File: src/rtl/pwm_bank_pkg.sv
// ============================================================================
// Module   : pwm_bank_pkg
// Purpose  : Register map, CTRL/STATUS bit positions and address decode for
//            the APB PWM bank.
// Revision : 1.0 - initial release
// ============================================================================
`default_nettype none

package pwm_bank_pkg;

    localparam logic [7:0] REG_CTRL      = 8'h00;
    localparam logic [7:0] REG_PERIOD    = 8'h04;
    localparam logic [7:0] REG_PRESCALE  = 8'h08;
    localparam logic [7:0] REG_STATUS    = 8'h0C;
    localparam logic [7:0] REG_DUTY_BASE = 8'h10;

    localparam int CTRL_EN_BIT      = 0;
    localparam int CTRL_IRQ_ENA_BIT = 1;
    localparam int STATUS_PEND_BIT  = 0;
    localparam int MAX_CH           = 8;

    typedef enum logic [2:0] {
        SEL_NONE     = 3'd0,
        SEL_CTRL     = 3'd1,
        SEL_PERIOD   = 3'd2,
        SEL_PRESCALE = 3'd3,
        SEL_STATUS   = 3'd4,
        SEL_DUTY     = 3'd5
    } reg_sel_e;

    // Byte lanes are ignored; the duty window grows with the channel count.
    function automatic reg_sel_e decode_sel(input logic [7:0] addr, input int unsigned ch);
        logic [7:0] word_addr;
        word_addr = {addr[7:2], 2'b00};
        if (word_addr == REG_CTRL)     return SEL_CTRL;
        if (word_addr == REG_PERIOD)   return SEL_PERIOD;
        if (word_addr == REG_PRESCALE) return SEL_PRESCALE;
        if (word_addr == REG_STATUS)   return SEL_STATUS;
        if ((word_addr >= REG_DUTY_BASE) && (word_addr < (REG_DUTY_BASE + 8'(ch * 32'd4))))
            return SEL_DUTY;
        return SEL_NONE;
    endfunction

endpackage

`default_nettype wire

File: src/rtl/pwm_bank_timebase.sv
// ============================================================================
// Module   : pwm_bank_timebase
// Purpose  : Shared prescaler and period counter with period shadow, producing
//            the wrap strobe and the shadow-load strobe for all channels.
// Revision : 1.0 - initial release
// ============================================================================
`default_nettype none

module pwm_bank_timebase
    import pwm_bank_pkg::*;
#(
    parameter int WIDTH     = 16,
    parameter int PSC_WIDTH = 8
) (
    input  logic                 clk_i,
    input  logic                 rst_i,
    input  logic                 en_i,
    input  logic                 en_rise_i,
    input  logic [PSC_WIDTH-1:0] prescale_i,
    input  logic [WIDTH-1:0]     period_i,
    output logic [WIDTH-1:0]     cnt_o,
    output logic                 wrap_o,
    output logic                 load_o
);

    logic [PSC_WIDTH-1:0] psc_q, psc_d;
    logic [WIDTH-1:0]     cnt_q, cnt_d;
    logic [WIDTH-1:0]     period_sh_q, period_sh_d;
    logic                 w_tick;
    logic                 w_wrap;

    always_comb begin
        psc_d       = psc_q;
        cnt_d       = cnt_q;
        period_sh_d = period_sh_q;
        w_tick      = 1'b0;
        w_wrap      = 1'b0;
        if (en_rise_i) begin
            psc_d       = '0;
            cnt_d       = '0;
            period_sh_d = period_i;
        end else if (!en_i) begin
            psc_d = '0;
            cnt_d = '0;
        end else begin
            // >= keeps a mid-run PRESCALE reduction from running psc past it
            w_tick = (psc_q >= prescale_i);
            if (w_tick) begin
                psc_d = '0;
                if (cnt_q == period_sh_q) begin
                    w_wrap      = 1'b1;
                    cnt_d       = '0;
                    period_sh_d = period_i;
                end else begin
                    cnt_d = cnt_q + WIDTH'(1);
                end
            end else begin
                psc_d = psc_q + PSC_WIDTH'(1);
            end
        end
    end

    always_ff @(posedge clk_i or posedge rst_i) begin
        if (rst_i) begin
            psc_q       <= '0;
            cnt_q       <= '0;
            period_sh_q <= '0;
        end else begin
            psc_q       <= psc_d;
            cnt_q       <= cnt_d;
            period_sh_q <= period_sh_d;
        end
    end

    assign cnt_o  = cnt_q;
    assign wrap_o = w_wrap;
    assign load_o = w_wrap | en_rise_i;

endmodule

`default_nettype wire

File: src/rtl/apb_pwm_bank.sv
// ============================================================================
// Module   : apb_pwm_bank
// Purpose  : CH-channel PWM generator with double-buffered duty registers on
//            an APB3 slave. Define PWM_BANK_IRQ_EN for the period-end IRQ.
// Revision : 1.0 - initial release
// ============================================================================
`default_nettype none

module apb_pwm_bank
    import pwm_bank_pkg::*;
#(
    parameter int CH        = 2,
    parameter int WIDTH     = 16,
    parameter int PSC_WIDTH = 8
) (
    input  logic          SYSCLK,
    input  logic          SYSRESET,
    input  logic          PSEL,
    input  logic          PENABLE,
    input  logic          PWRITE,
    input  logic [7:0]    PADDR,
    input  logic [31:0]   PWDATA,
    output logic [31:0]   PRDATA,
    output logic          PREADY,
    output logic          PSLVERR,
    output logic [CH-1:0] PWM,
    output logic          IRQ
);

    reg_sel_e                     w_sel;
    logic                         w_access;
    logic                         w_mapped;
    logic                         w_wr;
    logic [5:0]                   w_duty_idx;
    logic                         w_en_rise;
    logic                         w_irq_ena;
    logic [WIDTH-1:0]             w_cnt;
    logic                         w_wrap;
    logic                         w_load;
    logic [CH-1:0][WIDTH-1:0]     w_duty_rd;
    logic                         w_unused;

    logic                         en_q, en_d;
    logic [WIDTH-1:0]             period_q, period_d;
    logic [PSC_WIDTH-1:0]         prescale_q, prescale_d;
    logic                         pend_q, pend_d;

    assign w_sel      = decode_sel(PADDR, CH);
    assign w_access   = PSEL & PENABLE;
    assign w_mapped   = (w_sel != SEL_NONE);
    assign w_wr       = w_access & PWRITE & w_mapped;
    assign w_duty_idx = PADDR[7:2] - 6'(REG_DUTY_BASE >> 2);
    assign w_unused   = ^{PADDR[1:0], PWDATA};

    assign PREADY  = 1'b1;
    assign PSLVERR = w_access & ~w_mapped;

    always_comb begin
        en_d       = en_q;
        period_d   = period_q;
        prescale_d = prescale_q;
        pend_d     = pend_q;
        if (w_wr) begin
            case (w_sel)
                SEL_CTRL:     en_d       = PWDATA[CTRL_EN_BIT];
                SEL_PERIOD:   period_d   = PWDATA[WIDTH-1:0];
                SEL_PRESCALE: prescale_d = PWDATA[PSC_WIDTH-1:0];
                SEL_STATUS:   if (PWDATA[STATUS_PEND_BIT]) pend_d = 1'b0;
                default:      ;
            endcase
        end
        // A wrap in the same cycle as the W1C must leave PEND set.
        if (w_wrap) pend_d = 1'b1;
    end

    assign w_en_rise = ~en_q & en_d;

    always_ff @(posedge SYSCLK or posedge SYSRESET) begin
        if (SYSRESET) begin
            en_q       <= 1'b0;
            period_q   <= '0;
            prescale_q <= '0;
            pend_q     <= 1'b0;
        end else begin
            en_q       <= en_d;
            period_q   <= period_d;
            prescale_q <= prescale_d;
            pend_q     <= pend_d;
        end
    end

`ifdef PWM_BANK_IRQ_EN
    logic irq_ena_q, irq_ena_d;
    logic irq_q, irq_d;

    always_comb begin
        irq_ena_d = irq_ena_q;
        if (w_wr && (w_sel == SEL_CTRL)) irq_ena_d = PWDATA[CTRL_IRQ_ENA_BIT];
        irq_d = pend_q & irq_ena_q;
    end

    always_ff @(posedge SYSCLK or posedge SYSRESET) begin
        if (SYSRESET) begin
            irq_ena_q <= 1'b0;
            irq_q     <= 1'b0;
        end else begin
            irq_ena_q <= irq_ena_d;
            irq_q     <= irq_d;
        end
    end

    assign w_irq_ena = irq_ena_q;
    assign IRQ       = irq_q;
`else
    assign w_irq_ena = 1'b0;
    assign IRQ       = 1'b0;
`endif

    pwm_bank_timebase #(
        .WIDTH     (WIDTH),
        .PSC_WIDTH (PSC_WIDTH)
    ) u_timebase (
        .clk_i      (SYSCLK),
        .rst_i      (SYSRESET),
        .en_i       (en_q),
        .en_rise_i  (w_en_rise),
        .prescale_i (prescale_q),
        .period_i   (period_q),
        .cnt_o      (w_cnt),
        .wrap_o     (w_wrap),
        .load_o     (w_load)
    );

    // Live duty is captured into the shadow only on wrap or enable rise.
    for (genvar i = 0; i < CH; i++) begin : g_ch
        logic             w_duty_wr;
        logic [WIDTH-1:0] duty_q, duty_d;
        logic [WIDTH-1:0] duty_sh_q, duty_sh_d;
        logic             pwm_q, pwm_d;

        assign w_duty_wr = w_wr && (w_sel == SEL_DUTY) && (w_duty_idx == 6'(i));
        assign duty_d    = w_duty_wr ? PWDATA[WIDTH-1:0] : duty_q;
        assign duty_sh_d = w_load ? duty_q : duty_sh_q;
        assign pwm_d     = en_q & (w_cnt < duty_sh_q);

        always_ff @(posedge SYSCLK or posedge SYSRESET) begin
            if (SYSRESET) begin
                duty_q    <= '0;
                duty_sh_q <= '0;
                pwm_q     <= 1'b0;
            end else begin
                duty_q    <= duty_d;
                duty_sh_q <= duty_sh_d;
                pwm_q     <= pwm_d;
            end
        end

        assign w_duty_rd[i] = duty_q;
        assign PWM[i]       = pwm_q;
    end

    always_comb begin
        PRDATA = '0;
        case (w_sel)
            SEL_CTRL: begin
                PRDATA[CTRL_EN_BIT]      = en_q;
                PRDATA[CTRL_IRQ_ENA_BIT] = w_irq_ena;
            end
            SEL_PERIOD:   PRDATA[WIDTH-1:0]       = period_q;
            SEL_PRESCALE: PRDATA[PSC_WIDTH-1:0]   = prescale_q;
            SEL_STATUS:   PRDATA[STATUS_PEND_BIT] = pend_q;
            SEL_DUTY: begin
                for (int i = 0; i < CH; i++) begin
                    if (w_duty_idx == 6'(i)) PRDATA[WIDTH-1:0] = w_duty_rd[i];
                end
            end
            default: ;
        endcase
    end

endmodule

`default_nettype wire

File: config.mk
export PLATFORM = sky130hd
export DESIGN_NAME = apb_pwm_bank
export DESIGN_NICKNAME = d
export VERILOG_FILES = /design/src/rtl/pwm_bank_pkg.sv /design/src/rtl/pwm_bank_timebase.sv /design/src/rtl/apb_pwm_bank.sv
export SDC_FILE = /design/constraint.sdc
export NUM_CORES = 1
export LEC_CHECK = 0
export CAP_MARGIN = 10
export CORE_MARGIN = 1.5
export CORE_UTILIZATION = 57
export CTS_BUF_LIST = sky130_fd_sc_hd__clkbuf_4 sky130_fd_sc_hd__clkbuf_8
export DETAILED_ROUTE_END_ITERATION = 10
export PLACE_DENSITY = 0.81
export SLEW_MARGIN = 15
export SYNTH_ARGS = -nofsm -noshare
export SYNTH_HDL_FRONTEND = slang
export SYNTH_SLANG_ARGS = --single-unit
File: constraint.sdc
create_clock -name SYSCLK -period 6.3 [get_ports SYSCLK]
set_input_delay 1.26 -clock SYSCLK [delete_from_list [all_inputs] [get_ports SYSCLK]]
set_output_delay 1.26 -clock SYSCLK [all_outputs]
set_load 0.1 [all_outputs]
# == Word-level counts from Yosys, hierarchy flattened ==
# Index checks and enable logic that the tools add are counted.
# totals
register_bits,132
inputBits,45
out_inout_bits,37
# classes
n_eq_ne,11
n_addsub,3
muxes,52
n_reduce_logical,17
bitwise_logic,10
order_cmp,5
# op_table
cell,n
2-to-1 mux 16 bit,10
less-than comparator 16 bit,2
2-to-1 mux 3 bit,10
2-to-1 mux 1 bit,25
2-to-1 mux 8 bit,3
case mux 6 bit (3 select lines),1
adder 16 x 1 -> 16 bit (second input constant),1
equality test 16 bit,1
case mux 8 bit (2 select lines),1
equality test 6 x 1 -> 1 bit (second input constant),2
equality test 6 x 2 -> 1 bit (second input constant),2
zero test 6 bit,2
nonzero test 2 bit,6
adder 8 x 1 -> 8 bit (second input constant),1
greater-or-equal comparator 8 x 5 -> 1 bit (second input constant),1
greater-or-equal comparator 8 bit,1
less-than comparator 8 x 5 -> 1 bit (second input constant),1
bitwise AND 1 bit,7
equality test 3 x 2 -> 1 bit (second input constant),2
equality test 3 bit (second input constant),2
AND reduction 3 bit,2
subtractor 6 x 3 -> 6 bit (second input constant),1
case mux 1 bit (5 select lines),1
logical AND 1 bit,4
other kinds (7),9

# == Logic depth before layout (Yosys ltp) ==
# depth
word_depth,24
depth_mapped,9
ltp_nobuf,7

# == By module ==
# From an unflattened synthesis, not the netlist that was laid out.
# hier_totals
hier_cells,637
hier_area_um2,7038.0
# by_module_without_submodules
mod,n_inst,cells_each,area_each_um2,seq_area_each_um2
apb_pwm_bank,1,426,4779.6,2302.2
pwm_bank_timebase,1,211,2258.4,1001.0

# == Worst setup path after synthesis ==
# Ideal clock, no wire load.
# synth_path
kind,input to output
start,in PADDR[2]
end,out PRDATA[10]
setup_slack_ps,592
required_ps,5040
stages,5
t_arrival_ps,4448
n_path_buf,3
cell_sequence,clkbuf_1 > clkbuf_1 > buf_2 > mux2i_1 > o21ai_0
# synth_between
elab_chain_len,14
elab_cells_between_ends,39
classes_between,add/sub: 1; order compare: 2; eq/ne: 6; mux: 27; reduce/logical: 3
# synth_lines
item,line,source
start: declaration,apb_pwm_bank.sv:21,"input logic [7:0] PADDR,"
greater-or-equal comparator 8 x 5 -> 1 bit or less-than comparator 8 x 5 -> 1 bit (tied branches),pwm_bank_pkg.sv:39,if ((word_addr >= REG_DUTY_BASE) && (word_addr < (REG_DUTY_BASE + 8'(ch * 32'd4))))
logical AND 1 bit,pwm_bank_pkg.sv:39,
2-to-1 mux 1 bit (2 in a row),pwm_bank_pkg.sv:39,
2-to-1 mux 1 bit,pwm_bank_pkg.sv:38,if (word_addr == REG_STATUS) return SEL_STATUS;
2-to-1 mux 1 bit,pwm_bank_pkg.sv:37,if (word_addr == REG_PRESCALE) return SEL_PRESCALE;
2-to-1 mux 1 bit,pwm_bank_pkg.sv:36,if (word_addr == REG_PERIOD) return SEL_PERIOD;
2-to-1 mux 3 bit,pwm_bank_pkg.sv:41,return SEL_NONE;
2-to-1 mux 3 bit,pwm_bank_pkg.sv:39,
2-to-1 mux 3 bit,pwm_bank_pkg.sv:38,
2-to-1 mux 3 bit,pwm_bank_pkg.sv:37,
2-to-1 mux 3 bit,pwm_bank_pkg.sv:36,
equality test 3 bit or equality test 3 x 2 -> 1 bit (tied branches),apb_pwm_bank.sv:164,case (w_sel)
case mux 8 bit (2 select lines) *,apb_pwm_bank.sv:164,
end: declaration,apb_pwm_bank.sv:23,"output logic [31:0] PRDATA,"
# Mark *: on every way between the ends. The rest lies on a longest branch, timed or not. The select of a mux whose other input is x is not followed.

# == Worst setup path in the final report ==
# layout_path
start,in PADDR[2]
end,out PRDATA[14]
# The elaborated chain is that of the path after synthesis.

==> flow_summary.rst <==
.. list-table::
   :header-rows: 1

   * - Metric
     - Value
   * - Outcome
     - finished clean
   * - Post-Synthesis Cell Area
     - 0.007047 mm^2
   * - Sum of internal, switching and leakage power
     - 1.835 mW
   * - Final standard cell area without fillers
     - 0.007883 mm^2
   * - Aggregate global routing overflow
     - 0
   * - Number of setup violations in the final report
     - 0
   * - Data arrival time at the worst-slack endpoint
     - 3.85 ns
   * - Share of layout cells above drive strength 1
     - 20.77%
   * - DRC violation count after routing
     - 0
   * - Postcts setup bufs
     - 0
   * - Number of enable flip-flop cells after synthesis
     - 0
   * - Drt initial violations
     - 291
   * - Effective utilization at floorplan
     - 58.67%
   * - Setup ws final
     - 1.190 ns
   * - Worst-path fanout max
     - 15
   * - Number of max-capacitance violations reported
     - 0
   * - Maximum number of pins on one net before global-route repair
     - 81
   * - Clock Sinks
     - 132
   * - Power density relative to cell area
     - 232.7 mW/mm^2
   * - Worst Skew
     - 0.01306 ns
   * - Async set or reset register ratio after synthesis
     - 100.0%
   * - Area growth from synthesis to final layout
     - 11.86%
   * - Core area
     - 0.01201 mm^2
   * - Clock network latency to the later pin of the worst-skew pair
     - 0.46 ns
   * - Wire length of the first global-routing pass
     - 26280 um
   * - Final critical-path share of the clock period
     - 81.11%
   * - Placer Congestion
     - 0.8955
   * - Root Buffer
     - clkbuf_8
   * - Total via count in the routed design
     - 4965
   * - Unrepaired setup endpoints after global routing
     - no
   * - Number of hold violations in the final report
     - 0
   * - Peak VDD IR
     - 0.2049 mV
   * - Ys flop type
     - dfrtp_1
   * - Reg2reg setup slack
     - 3.40 ns
   * - Antenna Diode Count
     - 0
   * - Per-cell routed wire length
     - 18.69 um
   * - Tightest Hold Check Type
     - flip-flop to flip-flop
   * - Minimum setup slack after placement
     - 1.256 ns
   * - Fraction of the yosys area taken by sequential cells
     - 46.88%
   * - Horizontal die dimension
     - 114.2 um
   * - Die extent in y
     - 114.2 um
   * - Number of global-route vias before repair
     - 5271
   * - Clock tree from TritonCTS
     - done
   * - Number of buffers created by CTS
     - 17
   * - IO buf count
     - 45
   * - Hold bufs inserted after CTS
     - 0
   * - CTS-repair resized insts
     - 0
   * - TNS Setup
     - 0 ns
   * - Critical path start-end classification
     - primary input to output pin
   * - Maximum clock frequency
     - 0.1957 GHz
   * - Cells on worst reg2reg path
     - 6
   * - Yosys warning count
     - 0
   * - Pins over their slew limit
     - 0
   * - Register bit total from synthesis
     - 132
   * - Overall routed net length
     - 15440 um
   * - Max-slew headroom at the worst pin
     - 28.56%
   * - Per-cell via count in the routed design
     - 6.011
   * - Minimum clock period after layout
     - 5.110 ns
   * - Remaining antenna violation count
     - 0
   * - GRT Resource Usage Total
     - 26.16%
   * - CTS H-Tree Depth
     - 4
   * - Die area
     - 0.01304 mm^2
   * - Syn_area_per_cell
     - 11.37 um^2
   * - Leak Pwr
     - 3.868 nW
   * - Clock input transition at the sequential cells of the worst setup and hold paths
     - 0.06 ns
   * - Number of antenna violations at the first check in global routing
     - 0
   * - Max Root-Sink Buffers
     - 2
   * - Capturing element type of the critical path
     - output pin
   * - DPL Wire Length
     - 11180 um
   * - IO Count
     - 82
   * - Synth Instances
     - 620
   * - Library cells used by synthesis
     - 54
   * - Initial DRT Pass Iterations
     - 5
   * - Row Count
     - 40
   * - Hold Path Depth
     - 1
   * - Type of element launching the critical path
     - primary input
   * - Placement Cell Area
     - 0.007508 mm^2
   * - Number of nets in the layout
     - 753
   * - Transition at the pin with the smallest max-transition slack
     - 1.068 ns
   * - Req. time, crit path
     - 5.04 ns
state kept, by name, indices dropped and copies added (netlist names):
register                count
u_timebase.period_sh_q     16
u_timebase.psc_q            8
g_ch.duty_sh_q             32
u_timebase.cnt_o           16
en_q                        1
prescale_q                  8
g_ch.duty_q                32
period_q                   16
g_ch.pwm_q                  2
pend_q                      1
cells in the final DEF (no fill, tap or decap), types with 8 or more instances in the layout:
| master | synthesis | routed |
|---|---|---|
| dfrtp_1 | 132 | 132 |
| mux2_2 | 77 | 77 |
| inv_1 | 41 | 40 |
| ha_1 | 40 | 40 |
| o21ai_0 | 35 | 35 |
| clkdlybuf4s50_1 | 0 | 28 |
| nand2_1 | 25 | 25 |
| buf_4 | 23 | 24 |
| nor2_1 | 23 | 23 |
| xor2_1 | 21 | 21 |
| clkbuf_8 | 0 | 21 |
| mux2_1 | 20 | 20 |
| conb_1 | 2 | 18 |
| nand3_1 | 17 | 17 |
| mux2i_1 | 17 | 17 |
| a21oi_1 | 16 | 16 |
| nand4_1 | 11 | 11 |
| a22oi_1 | 10 | 10 |
| and3_1 | 9 | 9 |
| or3_1 | 9 | 9 |
| o211ai_1 | 8 | 8 |
area by class of cell:
cell class | count | area (um^2)
clock buffer | 26 | 326.6
clock inverter | 4 | 47.55
fill | 924 | 4129
inverter | 42 | 160.2
multi-input combinational | 422 | 3381
sequential | 132 | 3303
tap | 147 | 183.9
timing repair buffer | 53 | 480.5
kinds of logic (layout without fill, tap and decap cells):
group	count (synthesis)	count (layout)	share of synthesized area [%]
flip-flops	132	132	46.88
buffers and inverters	82	125	6.090
AND/OR/NAND/NOR	127	127	9.819
AO/OA/AOI/OAI	101	101	9.357
multiplexers	114	114	17.92
XOR/XNOR	22	22	2.734
other	2	18	0.1066
adder cells (fa/ha/maj)	40	40	7.102
synthesized netlist by cell type (2+ instances only):
library cell | number | area share, %
a21o_1 | 6 | 0.64
a211oi_1 | 3 | 0.32
buf_2 | 4 | 0.28
inv_1 | 41 | 2.2
nand2b_1 | 6 | 0.53
o22ai_1 | 2 | 0.18
a221o_1 | 2 | 0.28
xor2_1 | 21 | 2.6
mux2i_1 | 17 | 2.4
o31ai_1 | 6 | 0.64
nand3_1 | 17 | 1.2
conb_1 | 2 | 0.11
or4_1 | 6 | 0.64
nor3_1 | 5 | 0.36
o211ai_1 | 8 | 0.85
nor2_1 | 23 | 1.2
o21ai_0 | 35 | 2.5
mux2_2 | 77 | 12
ha_1 | 40 | 7.1
and4_1 | 2 | 0.25
dfrtp_1 | 132 | 47
nand4_1 | 11 | 0.98
a21oi_1 | 16 | 1.1
clkbuf_1 | 10 | 0.53
o21ai_1 | 2 | 0.14
or3_1 | 9 | 0.80
and3_1 | 9 | 0.80
a2111oi_0 | 2 | 0.25
nor4_2 | 2 | 0.36
nor4_1 | 3 | 0.27
nand2_1 | 25 | 1.3
a22oi_1 | 10 | 1.1
mux2_1 | 20 | 3.2
buf_8 | 2 | 0.43
nand3b_1 | 3 | 0.32
buf_4 | 23 | 2.5
path summary, 6_finish.rpt:
path | from | end
max | PADDR[2] | PRDATA[14]
min | g_ch[0].duty_sh_q[8] | g_ch[0].duty_sh_q[8]
max reg2reg | u_timebase.cnt_o[6] | g_ch[1].duty_sh_q[12]
min reg2reg | g_ch[0].duty_sh_q[8] | g_ch[0].duty_sh_q[8]
max in group asynchronous | SYSRESET | g_ch[0].duty_sh_q[7]
min in group asynchronous | SYSRESET | g_ch[1].duty_q[9]
per-layer routing:
metal / GRT usage (%) / wire length [um] / vias to the layer above
li1: - / - / 2298
met1: 34.72 / 6834 / 2487
met2: 42.29 / 7475 / 149
met3: 5.929 / 765 / 31
met4: 9.833 / 361 / 0
met5: 0 / 0 / -
worst max-delay path: stages:
cell             delay [ns]
clkdlybuf4s50_1        1.01
nand2b_1               0.15
nor2_1                 0.59
buf_4                  0.31
nand2_1                0.06
o21ai_0                0.10
buf_4                  0.35
where the power goes:
group	total [mW]	switching, mW	internal (mW)
clock network	0.675	0.305	0.370
logic	0.226	0.151	0.0755
registers	0.934	0.0459	0.888
stage by stage:
stage,std cells,hold slack [ns],utilization [%]
final,826,0.4892,65.63
after global routing,826,0.5163,65.63
after CTS,826,0.4928,65.63
after detailed placement,796,0.4772,62.51
after global placement,796,0.4722,62.51
after floorplan,636,0.4581,-
(Power assumes the default switching activity.)
